File: src/rtl/hazard_ctrl_pkg.sv
// Shared encodings for the pipeline hazard controller: FSM states, forwarding selects,
// and the register-match helper that keeps x0 out of every hazard/forward decision.
package hazard_ctrl_pkg;

  typedef enum logic [0:0] {
    ST_RUN      = 1'b0,
    ST_MEM_WAIT = 1'b1
  } state_t;

  localparam logic [1:0] FWD_REG = 2'b00;
  localparam logic [1:0] FWD_ME  = 2'b01;
  localparam logic [1:0] FWD_WB  = 2'b10;

  function automatic logic reg_match(input logic [4:0] dst, input logic [4:0] src,
                                     input logic we);
    return we && (dst == src) && (dst != 5'd0);
  endfunction

endpackage

File: src/rtl/hazard_fwd_sel.sv
// Forwarding select for one EX source operand; ME result wins over WB, ME loads are not
// forwardable because their data is not ready until WB.
module hazard_fwd_sel
  import hazard_ctrl_pkg::*;
(
  input  logic [4:0] src_addr,
  input  logic [4:0] me_rd_addr,
  input  logic       me_write_reg_enable,
  input  logic       me_load,
  input  logic [4:0] wb_rd_addr,
  input  logic       wb_write_reg_enable,
  output logic [1:0] sel
);

  always_comb begin
    sel = FWD_REG;
    if (reg_match(me_rd_addr, src_addr, me_write_reg_enable) && !me_load)
      sel = FWD_ME;
    else if (reg_match(wb_rd_addr, src_addr, wb_write_reg_enable))
      sel = FWD_WB;
  end

endmodule

File: src/rtl/hazard_ctrl.sv
// Stall/flush/forward sequencer for the 5-stage pipe. Optional operand forwarding is enabled
// with `define HAZARD_FWD_EN (hazards reduce to load-use only); default build stalls on any RAW.
module hazard_ctrl
  import hazard_ctrl_pkg::*;
#(
  parameter int MEM_TIMEOUT = 16,
  parameter int CNT_W       = 32
) (
  input  logic             clk,
  input  logic             rst,
  input  logic [4:0]       id_rs1_addr,
  input  logic [4:0]       id_rs2_addr,
  input  logic [4:0]       ex_rd_addr,
  input  logic             ex_write_reg_enable,
  input  logic [2:0]       ex_read_ram_flag,
  input  logic [4:0]       me_rd_addr,
  input  logic             me_write_reg_enable,
  input  logic [2:0]       me_read_ram_flag,
  input  logic [1:0]       me_write_ram_flag,
  input  logic             me_branch_enable,
  input  logic [4:0]       wb_rd_addr,
  input  logic             wb_write_reg_enable,
  input  logic             dmem_ready,
  output logic             pc_stall,
  output logic             if_id_stall,
  output logic             id_ex_stall,
  output logic             ex_me_stall,
  output logic             if_id_flush,
  output logic             id_ex_flush,
  output logic             ex_me_flush,
  output logic             me_wb_flush,
  output logic [1:0]       fwd_rs1_sel,
  output logic [1:0]       fwd_rs2_sel,
  output logic             mem_fault,
  output logic [CNT_W-1:0] stall_cnt
);

  localparam int TW = (MEM_TIMEOUT < 2) ? 1 : $clog2(MEM_TIMEOUT + 1);

  state_t        state;
  logic [TW-1:0] wait_cnt;
  logic          me_access;
  logic          mem_wait;
  logic          branch_go;
  logic          data_hazard;

  assign me_access = (me_read_ram_flag != 3'd0) || (me_write_ram_flag != 2'd0);
  // A faulted access keeps the pipe frozen until reset, even if the RAM answers late.
  assign mem_wait  = mem_fault ||
                     ((me_access || (state == ST_MEM_WAIT)) && !dmem_ready);
  assign branch_go = me_branch_enable && !mem_wait;

`ifdef HAZARD_FWD_EN
  logic [4:0] ex_rs1_addr;
  logic [4:0] ex_rs2_addr;
  logic [1:0] sel_rs1;
  logic [1:0] sel_rs2;

  // Only a load in EX cannot be forwarded in time; everything else goes through the muxes.
  assign data_hazard = (ex_read_ram_flag != 3'd0) &&
                       (reg_match(ex_rd_addr, id_rs1_addr, ex_write_reg_enable) ||
                        reg_match(ex_rd_addr, id_rs2_addr, ex_write_reg_enable));

  // Shadow of the id_ex source fields so the selects describe the instruction now in EX.
  always_ff @(posedge clk) begin
    if (rst || id_ex_flush) begin
      ex_rs1_addr <= 5'd0;
      ex_rs2_addr <= 5'd0;
    end else if (!id_ex_stall) begin
      ex_rs1_addr <= id_rs1_addr;
      ex_rs2_addr <= id_rs2_addr;
    end
  end

  hazard_fwd_sel u_fwd_rs1 (
    .src_addr            (ex_rs1_addr),
    .me_rd_addr          (me_rd_addr),
    .me_write_reg_enable (me_write_reg_enable),
    .me_load             (me_read_ram_flag != 3'd0),
    .wb_rd_addr          (wb_rd_addr),
    .wb_write_reg_enable (wb_write_reg_enable),
    .sel                 (sel_rs1)
  );

  hazard_fwd_sel u_fwd_rs2 (
    .src_addr            (ex_rs2_addr),
    .me_rd_addr          (me_rd_addr),
    .me_write_reg_enable (me_write_reg_enable),
    .me_load             (me_read_ram_flag != 3'd0),
    .wb_rd_addr          (wb_rd_addr),
    .wb_write_reg_enable (wb_write_reg_enable),
    .sel                 (sel_rs2)
  );

  assign fwd_rs1_sel = rst ? FWD_REG : sel_rs1;
  assign fwd_rs2_sel = rst ? FWD_REG : sel_rs2;
`else
  logic unused_ok;

  // The register file writes before it reads, so a WB producer never needs a stall.
  assign data_hazard = reg_match(ex_rd_addr, id_rs1_addr, ex_write_reg_enable) ||
                       reg_match(ex_rd_addr, id_rs2_addr, ex_write_reg_enable) ||
                       reg_match(me_rd_addr, id_rs1_addr, me_write_reg_enable) ||
                       reg_match(me_rd_addr, id_rs2_addr, me_write_reg_enable);

  assign unused_ok   = ^{ex_read_ram_flag, wb_rd_addr, wb_write_reg_enable};
  assign fwd_rs1_sel = FWD_REG;
  assign fwd_rs2_sel = FWD_REG;
`endif

  always_comb begin
    pc_stall    = 1'b0;
    if_id_stall = 1'b0;
    id_ex_stall = 1'b0;
    ex_me_stall = 1'b0;
    if_id_flush = 1'b0;
    id_ex_flush = 1'b0;
    ex_me_flush = 1'b0;
    me_wb_flush = 1'b0;
    if (rst) begin
      if_id_flush = 1'b1;
      id_ex_flush = 1'b1;
      ex_me_flush = 1'b1;
      me_wb_flush = 1'b1;
    end else if (branch_go) begin
      if_id_flush = 1'b1;
      id_ex_flush = 1'b1;
      ex_me_flush = 1'b1;
    end else if (mem_wait) begin
      pc_stall    = 1'b1;
      if_id_stall = 1'b1;
      id_ex_stall = 1'b1;
      ex_me_stall = 1'b1;
      me_wb_flush = 1'b1;
    end else if (data_hazard) begin
      pc_stall    = 1'b1;
      if_id_stall = 1'b1;
      id_ex_flush = 1'b1;
    end
  end

  always_ff @(posedge clk) begin
    if (rst) begin
      state     <= ST_RUN;
      wait_cnt  <= '0;
      mem_fault <= 1'b0;
      stall_cnt <= '0;
    end else begin
      if (pc_stall && (stall_cnt != {CNT_W{1'b1}}))
        stall_cnt <= stall_cnt + 1'b1;
      case (state)
        ST_RUN: begin
          if (me_access && !dmem_ready) begin
            state    <= ST_MEM_WAIT;
            wait_cnt <= '0;
          end
        end
        ST_MEM_WAIT: begin
          if (!mem_fault) begin
            if (dmem_ready) begin
              state    <= ST_RUN;
              wait_cnt <= '0;
            end else if (wait_cnt == TW'(MEM_TIMEOUT - 1)) begin
              mem_fault <= 1'b1;
            end else begin
              wait_cnt <= wait_cnt + 1'b1;
            end
          end
        end
        default: begin
          state    <= ST_RUN;
          wait_cnt <= '0;
        end
      endcase
    end
  end

endmodule

File: config.mk
export PLATFORM = sky130hd
export DESIGN_NAME = hazard_ctrl
export DESIGN_NICKNAME = d
export VERILOG_FILES = /design/src/rtl/hazard_ctrl_pkg.sv /design/src/rtl/hazard_fwd_sel.sv /design/src/rtl/hazard_ctrl.sv
export SDC_FILE = /design/constraint.sdc
export NUM_CORES = 1
export LEC_CHECK = 0
export CORE_MARGIN = 2
export CORE_UTILIZATION = 40
export CTS_BUF_LIST = sky130_fd_sc_hd__clkbuf_16
export CTS_CLUSTER_DIAMETER = 80
export CTS_CLUSTER_SIZE = 40
export DETAILED_ROUTE_END_ITERATION = 10
export PLACE_DENSITY = 0.81
export SYNTH_ARGS = -nofsm -noshare
export SYNTH_HDL_FRONTEND = slang
export SYNTH_SLANG_ARGS = --single-unit
File: constraint.sdc
create_clock -name clk -period 3.9 [get_ports clk]
set_input_delay 0.78 -clock clk [delete_from_list [all_inputs] [get_ports clk]]
set_output_delay 0.78 -clock clk [all_outputs]
set_load 0.05 [all_outputs]
# --- Yosys cells after proc, flatten, opt, wreduce, memory -nomap -nowiden ---
# Cells that the tools add are included.
totals:
  out_inout_bits: 45
  in_bits: 40
  word_cells: 66
  regBits: 39
op_classes:
  bitwise: 1
  n_addsub: 2
  n_mux: 25
  n_reduce_logical: 25
  n_eq_ne: 9
ops:
  columns: ["operator", "n"]
  rows:
  - ["adder 32 x 1 -> 32 bit, second input constant", 1]
  - ["inequality test 32 bit, second input constant", 1]
  - ["== test 5 bit", 4]
  - ["two-way mux 5 bit", 4]
  - ["two-way mux 1 bit", 19]
  - ["logical AND 1 bit", 12]
  - ["case mux 5 bit (2 select lines)", 1]
  - ["nonzero test 5 bit", 2]
  - ["logical OR 1 bit", 6]
  - ["adder 5 x 1 -> 5 bit, second input constant", 1]
  - ["== test 5 x 4 -> 1 bit, second input constant", 1]
  - ["inequality test 2 bit, second input constant", 2]
  - ["inequality test 3 bit, second input constant", 1]
  - ["AND reduction 3 bit", 1]
  - ["nonzero test 3 bit", 1]
  - ["zero test 1 bit", 2]
  - ["case mux 1 bit (2 select lines)", 1]
  - ["nonzero test 2 bit", 1]
  - ["NOT 1 bit", 1]

# --- Longest topological paths before layout ---
# Gate-level depths: netlist of the first run.
logic_depth:
  word_depth: 11
  mapped_depth: 9
  mapped_depth_nobuf: 8

# --- Least setup slack after synthesis of the first run ---
# OpenSTA, ideal clock, no wires.
synth_path:
  path_kind: "input-to-output"
  startpoint: "input me_read_ram_flag[1]"
  endpoint: "output if_id_flush"
  arrival_time_ns: 2.802
  path_buffers: 1
  path_slack_ns: 0.318
  required_ns: 3.120
  path_stages: 5
  path_cell_list: "or4_1 -> o21ai_2 -> a21oi_2 -> nor2_1 -> buf_4"
synth_via:
  elab_chain_cells: 9
synth_lines:
  columns: ["element", "line_no", "rtl"]
  rows:
  - ["start: declaration", "hazard_ctrl.sv:18", "input logic [2:0] me_read_ram_flag,"]
  - ["nonzero test 3 bit", "hazard_ctrl.sv:47", "assign me_access = (me_read_ram_flag != 3'd0) || (me_write_ram_flag != 2'd0);"]
  - ["logical OR 1 bit", "hazard_ctrl.sv:47", null]
  - ["logical OR 1 bit", "hazard_ctrl.sv:50", "((me_access || (state == ST_MEM_WAIT)) && !dmem_ready);"]
  - ["logical AND 1 bit", "hazard_ctrl.sv:50", null]
  - ["logical OR 1 bit", "hazard_ctrl.sv:49", "assign mem_wait = mem_fault ||"]
  - ["zero test 1 bit", "hazard_ctrl.sv:51", "assign branch_go = me_branch_enable && !mem_wait;"]
  - ["logical AND 1 bit", "hazard_ctrl.sv:51", null]
  - ["two-way mux 1 bit (2 in series)", null, null]
  - ["end: declaration", "hazard_ctrl.sv:28", "output logic if_id_flush,"]
# No other way between the ends.

# --- Worst setup path in the final report of the first run ---
layout_path:
  startpoint: "input me_rd_addr[0]"
  endpoint: "output pc_stall"
layout_via:
  elab_chain_cells: 9
  word_cells_on_any_way: 13
  classes_between: "2 x eq/ne; 4 x mux; 7 x reduce/logical"
layout_lines:
  columns: ["element", "line_no", "rtl"]
  rows:
  - ["start: declaration", "hazard_ctrl.sv:16", "input logic [4:0] me_rd_addr,"]
  - ["== test 5 bit", "hazard_ctrl_pkg.sv:16", "return we && (dst == src) && (dst != 5'd0);"]
  - ["logical AND 1 bit (2 in series)", "hazard_ctrl_pkg.sv:16", null]
  - ["logical OR 1 bit", "hazard_ctrl.sv:102", "reg_match(ex_rd_addr, id_rs2_addr, ex_write_reg_enable) ||"]
  - ["logical OR 1 bit (*)", "hazard_ctrl.sv:103", "reg_match(me_rd_addr, id_rs1_addr, me_write_reg_enable) ||"]
  - ["two-way mux 1 bit (*)", "hazard_ctrl.sv:135", "end else if (data_hazard) begin"]
  - ["two-way mux 1 bit (*)", "hazard_ctrl.sv:129", "end else if (mem_wait) begin"]
  - ["two-way mux 1 bit (*)", "hazard_ctrl.sv:125", "end else if (branch_go) begin"]
  - ["two-way mux 1 bit (*)", "hazard_ctrl.sv:120", "if (rst) begin"]
  - ["end: declaration", "hazard_ctrl.sv:24", "output logic pc_stall,"]
# Mark *: on every way between the ends. The rest lies on a longest branch, timed or not.

==> results of run 1 <==
cell families after synthesis:
group | after synthesis | synth area share [%]
AND/OR/NAND/NOR | 121 | 29.2
flip-flops | 39 | 32.0
adder cells (fa/ha/maj) | 3 | 1.54
other | 1 | 0.154
AO/OA/AOI/OAI | 71 | 19.6
buffers and inverters | 27 | 6.20
XOR/XNOR | 24 | 8.61
multiplexers | 6 | 2.77
cells in the final DEF (no fill, tap or decap), types with 2 or more instances in the layout:
master / Yosys / layout
a21oi_1: 25 / 25
and3_1: 7 / 7
and4_1: 4 / 4
buf_12: 0 / 6
buf_4: 10 / 5
clkbuf_16: 0 / 5
clkdlybuf4s50_1: 0 / 63
clkinv_1: 0 / 2
conb_1: 1 / 4
dfxtp_1: 39 / 39
ha_1: 3 / 3
inv_1: 6 / 7
mux2_2: 5 / 5
nand2_1: 10 / 10
nand3_1: 16 / 16
nand4_1: 11 / 11
nor2_1: 23 / 23
nor2b_1: 6 / 6
nor3_1: 5 / 5
nor3_2: 2 / 2
nor4_1: 5 / 5
o211ai_1: 2 / 2
o21ai_0: 7 / 7
o21ai_1: 2 / 2
o21ai_2: 2 / 2
o311ai_0: 2 / 2
o31ai_1: 16 / 16
o41ai_1: 3 / 3
or3_1: 6 / 6
or4_1: 17 / 17
xor2_1: 23 / 23
per-layer routing:
metal | routed length, um | share of wire [%] | up-vias
li1 | - | - | 1212
met3 | 215 | 3.5 | 8
met1 | 2850 | 46 | 1134
met4 | 76 | 1.2 | 0
met5 | 0 | 0 | -
met2 | 2990 | 49 | 59
through the flow:
step | std cells | hold slack, ns
2_1_floorplan | 295 | 0.449
3_3_place_gp | 424 | 0.467
5_1_grt | 432 | 0.517
3_5_place_dp | 424 | 0.482
6_report | 432 | 0.485
4_1_cts | 432 | 0.490
critical path, delay by kind of cell:
family                 cells  cell delay (ns)
and+or+nand+nor            3             0.76
AOI/OAI and AO/OA          1             0.43
buffers and inverters      3             0.73
power breakdown:
| group | switching [W] | total [W] | internal (W) |
|---|---|---|---|
| Sequential | 0.00000396 | 0.000406 | 0.000402 |
| Clock | 0.000148 | 0.000378 | 0.000230 |
| Combinational | 0.0000982 | 0.000173 | 0.0000749 |
area by class of cell:
cell class,count,area [um^2],share of cell area [%]
flip-flops and latches,39,781,23.3
clock inverters,3,11.3,0.336
clock buffers,5,125,3.74
inverters,7,26.3,0.785
well taps,75,93.8,2.80
multi-input cells,229,1520,45.5
repair buffers,74,788,23.6
state kept, by name (all words and copies together) (netlist names):
name	flops
stall_cnt	32
state	1
wait_cnt	5
mem_fault	1
worst max path at each step:
stage | endpoint | slack (ns) | depth (start not counted)
floorplan | if_id_flush | 0.32 | 5
global placement | pc_stall | 0.45 | 7
detailed placement | pc_stall | 0.43 | 7
CTS | pc_stall | 0.43 | 7
global route | pc_stall | 0.33 | 7
finish | pc_stall | 0.41 | 7
==> summary.txt, run 1 <==
Yosys
  • Distinct cells, synth: 54
  • Seq/Total Area, Yosys: 32.0%
  • Most frequent cell after synthesis: dfxtp_1
  • Cell accounting for the most synthesized area: dfxtp_1
  • Top post-synthesis cells by area: dfxtp_1, xor2_1, or4_1, a21oi_1, o31ai_1
  • Synthesis Warnings: 0
  • FF+latch count, synth: 39
  • Synth top area share: 32.0%
  • Most instantiated cells after synthesis: dfxtp_1, a21oi_1, nor2_1, xor2_1, or4_1
  • Post-synth EDFFs: 0
  • Predominant post-synthesis flop cell: dfxtp_1
  • Synthesized area: 2440 um^2
  • FFs w/ async S/R, synth: 0%
  • Synthesized instance count: 292
  • Avg Cell Area, Syn: 8.36 um^2

Floorplan
  • Die footprint: 6750 um^2
  • Die Ht: 82.1 um
  • Initial core utilization: 41.3%
  • IO Pins: 85
  • Core Rows: 28
  • Core area: 5920 um^2
  • Die span in x: 82.1 um

Setup path
  • Worst R2R Start: stall_cnt[0]
  • Startpoint Class: input port
  • Worst path required time: 3.12 ns
  • Critical-path cell list: clkdlybuf4s50_1 > or4_1 > o21ai_0 > nor4_4 > nor2_4 > inv_2 > buf_4
  • Crit path kind: in2out
  • Critical path launch point: me_rd_addr[0]
  • Worst setup EP type: output pin
  • Critical path's largest stage delay: 0.52 ns
  • Worst reg2reg setup slack: 1.34 ns
  • Reg2Reg Depth: 7
  • Crit-path max FO: 5
  • R2r endpoint: stall_cnt[11]
  • Critical path arrival: 2.71 ns
  • Max stage delay cell, worst path: or4_1

Routing
  • DRC: 0
  • DR WL/cell: 14.2 um
  • DR vias/cell: 5.59
  • Drt pass-1 iters: 5
  • Initial DRC Count: 131
  • Post-Route WL: 6140 um
  • Vias: 2413
  • Remaining antenna violation count: 0

Cells and area
  • # nets final: 399
  • Antenna Cells: 0
  • Share of cells above drive strength 1: 9.52%
  • Final Instance Area: 3350 um^2
  • Fin util: 56.5%
  • Area grow syn2layout: 37.0%
  • # fillers: 541

Timing
  • Layout Skew: 0.00307 ns
  • Setup Viol. Count Final: 0
  • RSZ-0062 raised after global routing: no
  • Max Fclk: 287 MHz
  • Worst-margin pin slew: 1.08 ns
  • Final hold vios: 0
  • Slew margin rel.: 27.7%
  • Minimum clock period: 3.49 ns
  • Slew Viols, Final: 0
  • Worst Slack Setup Final: 0.414 ns
  • Fin Setup TNS: 0 ns
  • Final period util: 89.4%

Global route
  • Initial antenna violation count: 0
  • GRT Max-Usage Layer: met2
  • GRT Total Usage: 18.6%
  • Vias in the first global route: 2231
  • Largest net degree at the start of global routing: 36
  • Met2 Resource Use GR: 31.4%
  • GRT met3 Usage: 3.48%
  • Grt met1 use: 24.1%
  • First-pass GRT wire length: 10000 um
  • Total grt overflow: 0

Place
  • Dpl hpwl: 4540 um
  • Placed Area: 3210 um^2
  • Port bufs: 71
  • Setup WS pre-CTS: 0.429 ns
  • Routability congestion estimate: 0.825

Power and ir drop
  • Pwr dens: 286 nW/um^2
  • Leakage: 1.12 nW
  • Overall Power: 0.000957 W
  • Worst vdd ir: 0.215 mV

Clock network
  • TritonCTS clock tree: yes
  • Cts hold-fix bufs: 0
  • TritonCTS buffer count: 5
  • Clock slew at reported path FFs: 0.05 ns
  • CTS resizes: 0
  • Worst skew pair latency: 0.27 ns
  • H-tree depth: 2
  • CTS Root Cell: clkbuf_16
  • Number of setup buffers added after CTS: 0
  • Clock Tree Buf Depth: 2
  • CTS Sinks: 39

Status
  • Outcome: completed

Flow run
  • Max-cap violations: 0

Hold path
  • Sink of the worst hold path: wait_cnt[1]
  • Hold Startpoint: wait_cnt[1]
  • Hold depth: 2
  • Worst hold path class: reg2reg
Power figures use the tool's default switching activity.
==> inputs of run 2 (changes only) <==
--- a/config.mk
+++ b/config.mk
@@ -5,13 +5,14 @@
 export SDC_FILE = /design/constraint.sdc
 export NUM_CORES = 1
 export LEC_CHECK = 0
+export ABC_CLOCK_PERIOD_IN_PS = 3900
 export CORE_MARGIN = 2
-export CORE_UTILIZATION = 40
+export CORE_UTILIZATION = 35
 export CTS_BUF_LIST = sky130_fd_sc_hd__clkbuf_16
 export CTS_CLUSTER_DIAMETER = 80
 export CTS_CLUSTER_SIZE = 40
 export DETAILED_ROUTE_END_ITERATION = 10
-export PLACE_DENSITY = 0.81
+export PLACE_DENSITY = 0.74
 export SYNTH_ARGS = -nofsm -noshare
 export SYNTH_HDL_FRONTEND = slang
 export SYNTH_SLANG_ARGS = --single-unit
==> run 2 against run 1 <==
Clock skew grew 0.0034 ns. Critical path depth grew 1. Largest cell class unchanged. Sequential share of layout area shrank 0.34 points. Critical path type unchanged. Sequential power is essentially flat. Setup slack gained 0.012 ns. Routed wire length grew 6.9%.
==> summary.txt, run 2 (synthesis gave the netlist of run 1 again) <==
Routing
  • Vias: 2460 (+1.9%)
  • DR WL/cell: 15.0 um (+5.2%)
  • DR vias/cell: 5.60 (+0.32%)
  • Drt pass-1 iters: 4 (-1)
  • Initial DRC Count: 90 (-31%)
  • DRC: 0 (unchanged)
  • Post-Route WL: 6570 um (+6.9%)
  • Remaining antenna violation count: 0 (unchanged)

Cells and area
  • Commonest non-fill, non-tap cell in the layout: clkdlybuf4s50_1
  • Final Instance Area: 3400 um^2 (+1.5%)
  • # nets final: 401 (+0.50%)
  • Largest register FFs: 32 (unchanged)
  • # fillers: 649 (+20%)
  • Largest register by flop count: stall_cnt
  • Share of cells above drive strength 1: 10.6% (+1.1 points)
  • Area grow syn2layout: 39.0%
  • Storage element area: 781 um^2 (unchanged)
  • Largest regs: stall_cnt (32), wait_cnt (5)
  • Highest-count cells in the layout ignoring fill and taps: clkdlybuf4s50_1, dfxtp_1, a21oi_1, xor2_1, nor2_1
  • Multi-input gate area: 1520 um^2 (unchanged)
  • Final std cells w/o fill: 439 (+1.6%)
  • Fin util: 50.3% (-6.3 points)
  • Antenna Cells: 0 (unchanged)

Floorplan
  • Core area: 6760 um^2 (+14%)
  • Die footprint: 7660 um^2 (+14%)
  • Die span in x: 87.5 um (+6.6%)
  • Die Ht: 87.5 um (+6.6%)
  • Core Rows: 30 (+7.1%)
  • IO Pins: 85 (unchanged)
  • Initial core utilization: 36.1% (-5.1 points)

Timing
  • Slew Viols, Final: 0 (unchanged)
  • RSZ-0062 raised after global routing: no
  • Minimum clock period: 3.47 ns (-0.0119 ns)
  • Worst-margin pin slew: 1.10 ns (+0.0187 ns)
  • Setup Viol. Count Final: 0 (unchanged)
  • Final period util: 89.1% (-0.30 points)
  • Hold WS: 0.498 ns (+0.0126 ns)
  • Fin Setup TNS: 0 ns (unchanged)
  • Final hold vios: 0 (unchanged)
  • Layout Skew: 0.00650 ns (+0.00344 ns)
  • Slew margin rel.: 26.5% (-1.2 points)
  • Max Fclk: 288 MHz (+0.34%)

Power and ir drop
  • Pwr dens: 307 nW/um^2 (+7.3%)
  • Worst vdd ir: 0.189 mV (-12%)
  • Leakage: 1.14 nW (+1.8%)

Setup path
  • Reg2Reg Depth: 7 (unchanged)
  • Critical path arrival: 2.69 ns (-0.02 ns)
  • Worst path required time: 3.12 ns (about the same)
  • Crit path kind: in2out
  • Startpoint Class: input port
  • Crit-path max FO: 5 (unchanged)
  • Worst setup EP type: output pin
  • Worst R2R Start: stall_cnt[0]
  • Critical path launch point: me_read_ram_flag[1]

Clock network
  • Number of setup buffers added after CTS: 0 (unchanged)
  • Worst skew pair latency: 0.29 ns (+0.02 ns)
  • CTS Sinks: 39 (unchanged)
  • Clock Tree Buf Depth: 2 (unchanged)
  • H-tree depth: 2 (unchanged)
  • TritonCTS buffer count: 5 (unchanged)
  • Cts hold-fix bufs: 0 (unchanged)
  • CTS resizes: 0 (unchanged)
  • TritonCTS clock tree: yes
  • CTS Root Cell: clkbuf_16
  • Clock slew at reported path FFs: 0.06 ns (about the same)

Hold path
  • Worst hold path class: reg2reg
  • Hold depth: 2 (unchanged)
  • Hold Startpoint: wait_cnt[4]

Place
  • Routability congestion estimate: 0.809 (-2.0%)
  • Dpl hpwl: 4810 um (+6.0%)
  • Placed cells: 431 (+1.7%)
  • Port bufs: 71 (unchanged)
  • Placed Area: 3230 um^2 (+0.66%)

Global route
  • GRT Total Usage: 17.4% (-1.1 points)
  • Vias in the first global route: 2305 (+3.3%)
  • First-pass GRT wire length: 10800 um (+7.6%)
  • Largest net degree at the start of global routing: 36 (unchanged)
  • Initial antenna violation count: 0 (unchanged)
  • Total grt overflow: 0 (unchanged)

Flow run
  • Max-cap violations: 0 (unchanged)

Status
  • Outcome: completed
==> run 2: changes by cell type in the layout (fill, tap and decap cells not counted), sizes merged <==
cell    previous run  this run
buf               11        13
inv                8         7
bufinv             0         1
==> run 2: report_power, final <==
| group | internal (W) | switching, W |
|---|---|---|
| Combinational | 0.0000749 | 0.0000983 |
| Sequential | 0.000402 | 0.00000412 |
| Clock | 0.000298 | 0.000164 |
==> run 2: area by class of cell <==
class	count	area share [%]
Tap cell	80	2.95
Clock inverter	3	1.14
Multi-Input combinational cell	229	44.8
Timing Repair Buffer	76	23.7
Inverter	7	0.774
Clock buffer	5	3.68
Sequential cell	39	23.0
==> run 2: critical path, cell delays in order <==
cell	delay, ns
clkdlybuf4s50_1	0.41
or4_1	0.55
o21ai_2	0.21
a21oi_2	0.15
o21bai_4	0.22
nor2_4	0.11
inv_2	0.07
buf_4	0.19
==> run 2: routing by layer <==
metal / routed length [um] / part of all wire, % / global-route usage, % / vias to the layer above
met4: 65 / 0.99 / 4.62 / 0
met3: 248 / 3.8 / 4.90 / 6
li1: - / - / - / 1227
met5: 0 / 0 / 0 / -
met1: 3000 / 46 / 22.0 / 1177
met2: 3250 / 49 / 29.3 / 50
==> run 2: path summary, 6_finish.rpt <==
check,end,slack (ns)
min reg2reg,wait_cnt[4],0.50
min,wait_cnt[4],0.50
max reg2reg,stall_cnt[14],1.46
max,if_id_stall,0.43
==> run 2: stage by stage <==
step / total power (W) / worst slack [ns]
2_1_floorplan: 0.000517 / 0.318
3_3_place_gp: 0.000586 / 0.451
3_5_place_dp: 0.000588 / 0.417
4_1_cts: 0.00105 / 0.413
5_1_grt: 0.00107 / 0.333
6_report: 0.00104 / 0.426
==> inputs of run 3 (changes only) <==
==> constraint.sdc (replaced) <==
create_clock -name clk -period 3.9 [get_ports clk]
set_input_delay 0.78 -clock clk [delete_from_list [all_inputs] [get_ports clk]]
set_output_delay 0.78 -clock clk [all_outputs]
set_load 0.02 [all_outputs]
==> run 3 against run 2 <==
Sequential cell count unchanged. Final cell count is 0.23% higher. Critical path depth unchanged. Critical path type unchanged. Highest routed layer unchanged.
==> summary.txt, run 3 (synthesis gave the netlist of run 1 again) <==
Place
  • Dpl hpwl: 4680 um (-2.8%)
  • Setup WS pre-CTS: 0.157 ns (-0.260 ns)
  • Port bufs: 71 (unchanged)
  • Placed Area: 3180 um^2 (-1.5%)
  • Routability congestion estimate: 0.835 (+3.2%)

Cells and area
  • Area grow syn2layout: 37.1%
  • Antenna Cells: 0 (unchanged)
  • # nets final: 402 (+0.25%)
  • Largest register FFs: 32 (unchanged)
  • Largest regs: stall_cnt (32), wait_cnt (5)
  • Largest register by flop count: stall_cnt
  • # fillers: 644 (-0.77%)
  • Multi-input gate area: 1520 um^2 (unchanged)
  • Final Instance Area: 3350 um^2 (-1.4%)
  • Highest-count cells in the layout ignoring fill and taps: clkdlybuf4s50_1, dfxtp_1, a21oi_1, xor2_1, nor2_1
  • Fin util: 49.6% (-0.70 points)
  • Commonest non-fill, non-tap cell in the layout: clkdlybuf4s50_1
  • Share of cells above drive strength 1: 8.61% (-2.0 points)
  • Storage element area: 781 um^2 (unchanged)

Timing
  • Max Fclk: 267 MHz (-7.1%)
  • Fin Setup TNS: 0 ns (unchanged)
  • Slew Viols, Final: 0 (unchanged)
  • Minimum clock period: 3.74 ns (+0.265 ns)
  • Final hold vios: 0 (unchanged)
  • Worst Slack Setup Final: 0.161 ns (-0.265 ns)
  • Setup Viol. Count Final: 0 (unchanged)
  • Worst-margin pin slew: 1.06 ns (-0.0338 ns)
  • RSZ-0062 raised after global routing: no
  • Final period util: 95.9% (+6.8 points)
  • Layout Skew: 0.00380 ns (-0.00270 ns)
  • Slew margin rel.: 28.8% (+2.3 points)

Floorplan
  • IO Pins: 85 (unchanged)
  • Die footprint: 7660 um^2 (unchanged)
  • Initial core utilization: 36.1% (unchanged)
  • Core Rows: 30 (unchanged)
  • Die Ht: 87.5 um (unchanged)
  • Core area: 6760 um^2 (unchanged)
  • Die span in x: 87.5 um (unchanged)

Global route
  • GRT Total Usage: 17.4% (-0.084 points)
  • Total grt overflow: 0 (unchanged)
  • First-pass GRT wire length: 10800 um (about the same)
  • Largest net degree at the start of global routing: 36 (unchanged)
  • Vias in the first global route: 2337 (+1.4%)
  • Initial antenna violation count: 0 (unchanged)

Setup path
  • R2r endpoint: stall_cnt[5]
  • Worst path required time: 3.12 ns (about the same)
  • Critical-path cell list: clkdlybuf4s50_1 > or4_1 > o21ai_1 > or3_1 > o21bai_4 > nor2_4 > inv_2 > clkdlybuf4s50_1
  • Crit path kind: in2out
  • Critical path's largest stage delay: 0.54 ns (about the same)
  • Worst reg2reg setup slack: 1.36 ns (-0.10 ns)
  • Critical path arrival: 2.96 ns (+0.27 ns)
  • Startpoint Class: input port
  • Crit-path max FO: 5 (unchanged)
  • Critical Path Most Common Cell: clkdlybuf4s50_1
  • Worst R2R Start: stall_cnt[0]
  • Max stage delay cell, worst path: or4_1
  • Reg2Reg Depth: 8 (+1)
  • Worst setup EP type: output pin

Clock network
  • CTS Root Cell: clkbuf_16
  • H-tree depth: 2 (unchanged)
  • CTS Sinks: 39 (unchanged)
  • TritonCTS clock tree: yes
  • Number of setup buffers added after CTS: 0 (unchanged)
  • CTS resizes: 0 (unchanged)
  • Clock Tree Buf Depth: 2 (unchanged)
  • TritonCTS buffer count: 5 (unchanged)
  • Worst skew pair latency: 0.28 ns (about the same)
  • Cts hold-fix bufs: 0 (unchanged)
  • Clock slew at reported path FFs: 0.05 ns (about the same)

Hold path
  • Hold depth: 2 (unchanged)
  • Hold Startpoint: wait_cnt[4]
  • Sink of the worst hold path: wait_cnt[4]
  • Worst hold path class: reg2reg

Routing
  • Post-Route WL: 6450 um (-1.7%)
  • DR WL/cell: 14.7 um (-1.9%)
  • Initial DRC Count: 164 (+82%)
  • Vias: 2476 (+0.65%)
  • Remaining antenna violation count: 0 (unchanged)
  • Drt pass-1 iters: 4 (unchanged)
  • DRC: 0 (unchanged)
  • DR vias/cell: 5.63 (+0.42%)

Power and ir drop
  • Leakage: 1.11 nW (-2.7%)
  • Worst vdd ir: 0.136 mV (-28%)
  • Pwr dens: 300 nW/um^2 (-2.3%)

Flow run
  • Max-cap violations: 0 (unchanged)

Status
  • Outcome: completed
## run 3: critical path: cells and delay by family
kind	cells	cell delay [ns]
buffers and inverters	3	1.10
and+or+nand+nor	3	0.81
AOI/OAI and AO/OA	2	0.27
## run 3: power by group
group,internal [W],switching [W]
combinational,0.0000664,0.0000714
clock,0.000298,0.000162
sequential,0.000402,0.00000402
total,0.000767,0.000237
## run 3: worst max path at each step
| stage | from | depth (start not counted) | endpoint |
|---|---|---|---|
| global route | ex_rd_addr[1] | 8 | pc_stall |
| global placement | me_read_ram_flag[1] | 8 | if_id_stall |
| detailed placement | me_read_ram_flag[1] | 8 | pc_stall |
| CTS | ex_rd_addr[1] | 8 | pc_stall |
| finish | ex_rd_addr[1] | 8 | pc_stall |
| floorplan | me_read_ram_flag[1] | 7 | pc_stall |
## run 3: through the flow
stage | total power, W | hold slack [ns] | instances
floorplan | 0.000493 | 0.449 | 295
global placement | 0.000551 | 0.468 | 432
detailed placement | 0.000554 | 0.496 | 432
CTS | 0.00101 | 0.504 | 440
global route | 0.00104 | 0.513 | 440
finish | 0.00100 | 0.499 | 440
## run 3: layout make-up
cell class	instances	share of cell area, %
Inverter	7	0.785
Multi-Input combinational cell	229	45.4
Clock inverter	3	1.16
Sequential cell	39	23.3
Clock buffer	5	3.74
Tap cell	80	2.99
Timing Repair Buffer	77	22.6
## run 3: per-layer routing
metal | up-vias | global-route usage [%] | wire (um)
met5 | - | 0 | 0
met4 | 0 | 5.31 | 99
met3 | 12 | 3.86 | 296
met2 | 56 | 29.2 | 3130
met1 | 1178 | 22.2 | 2930
li1 | 1230 | - | -
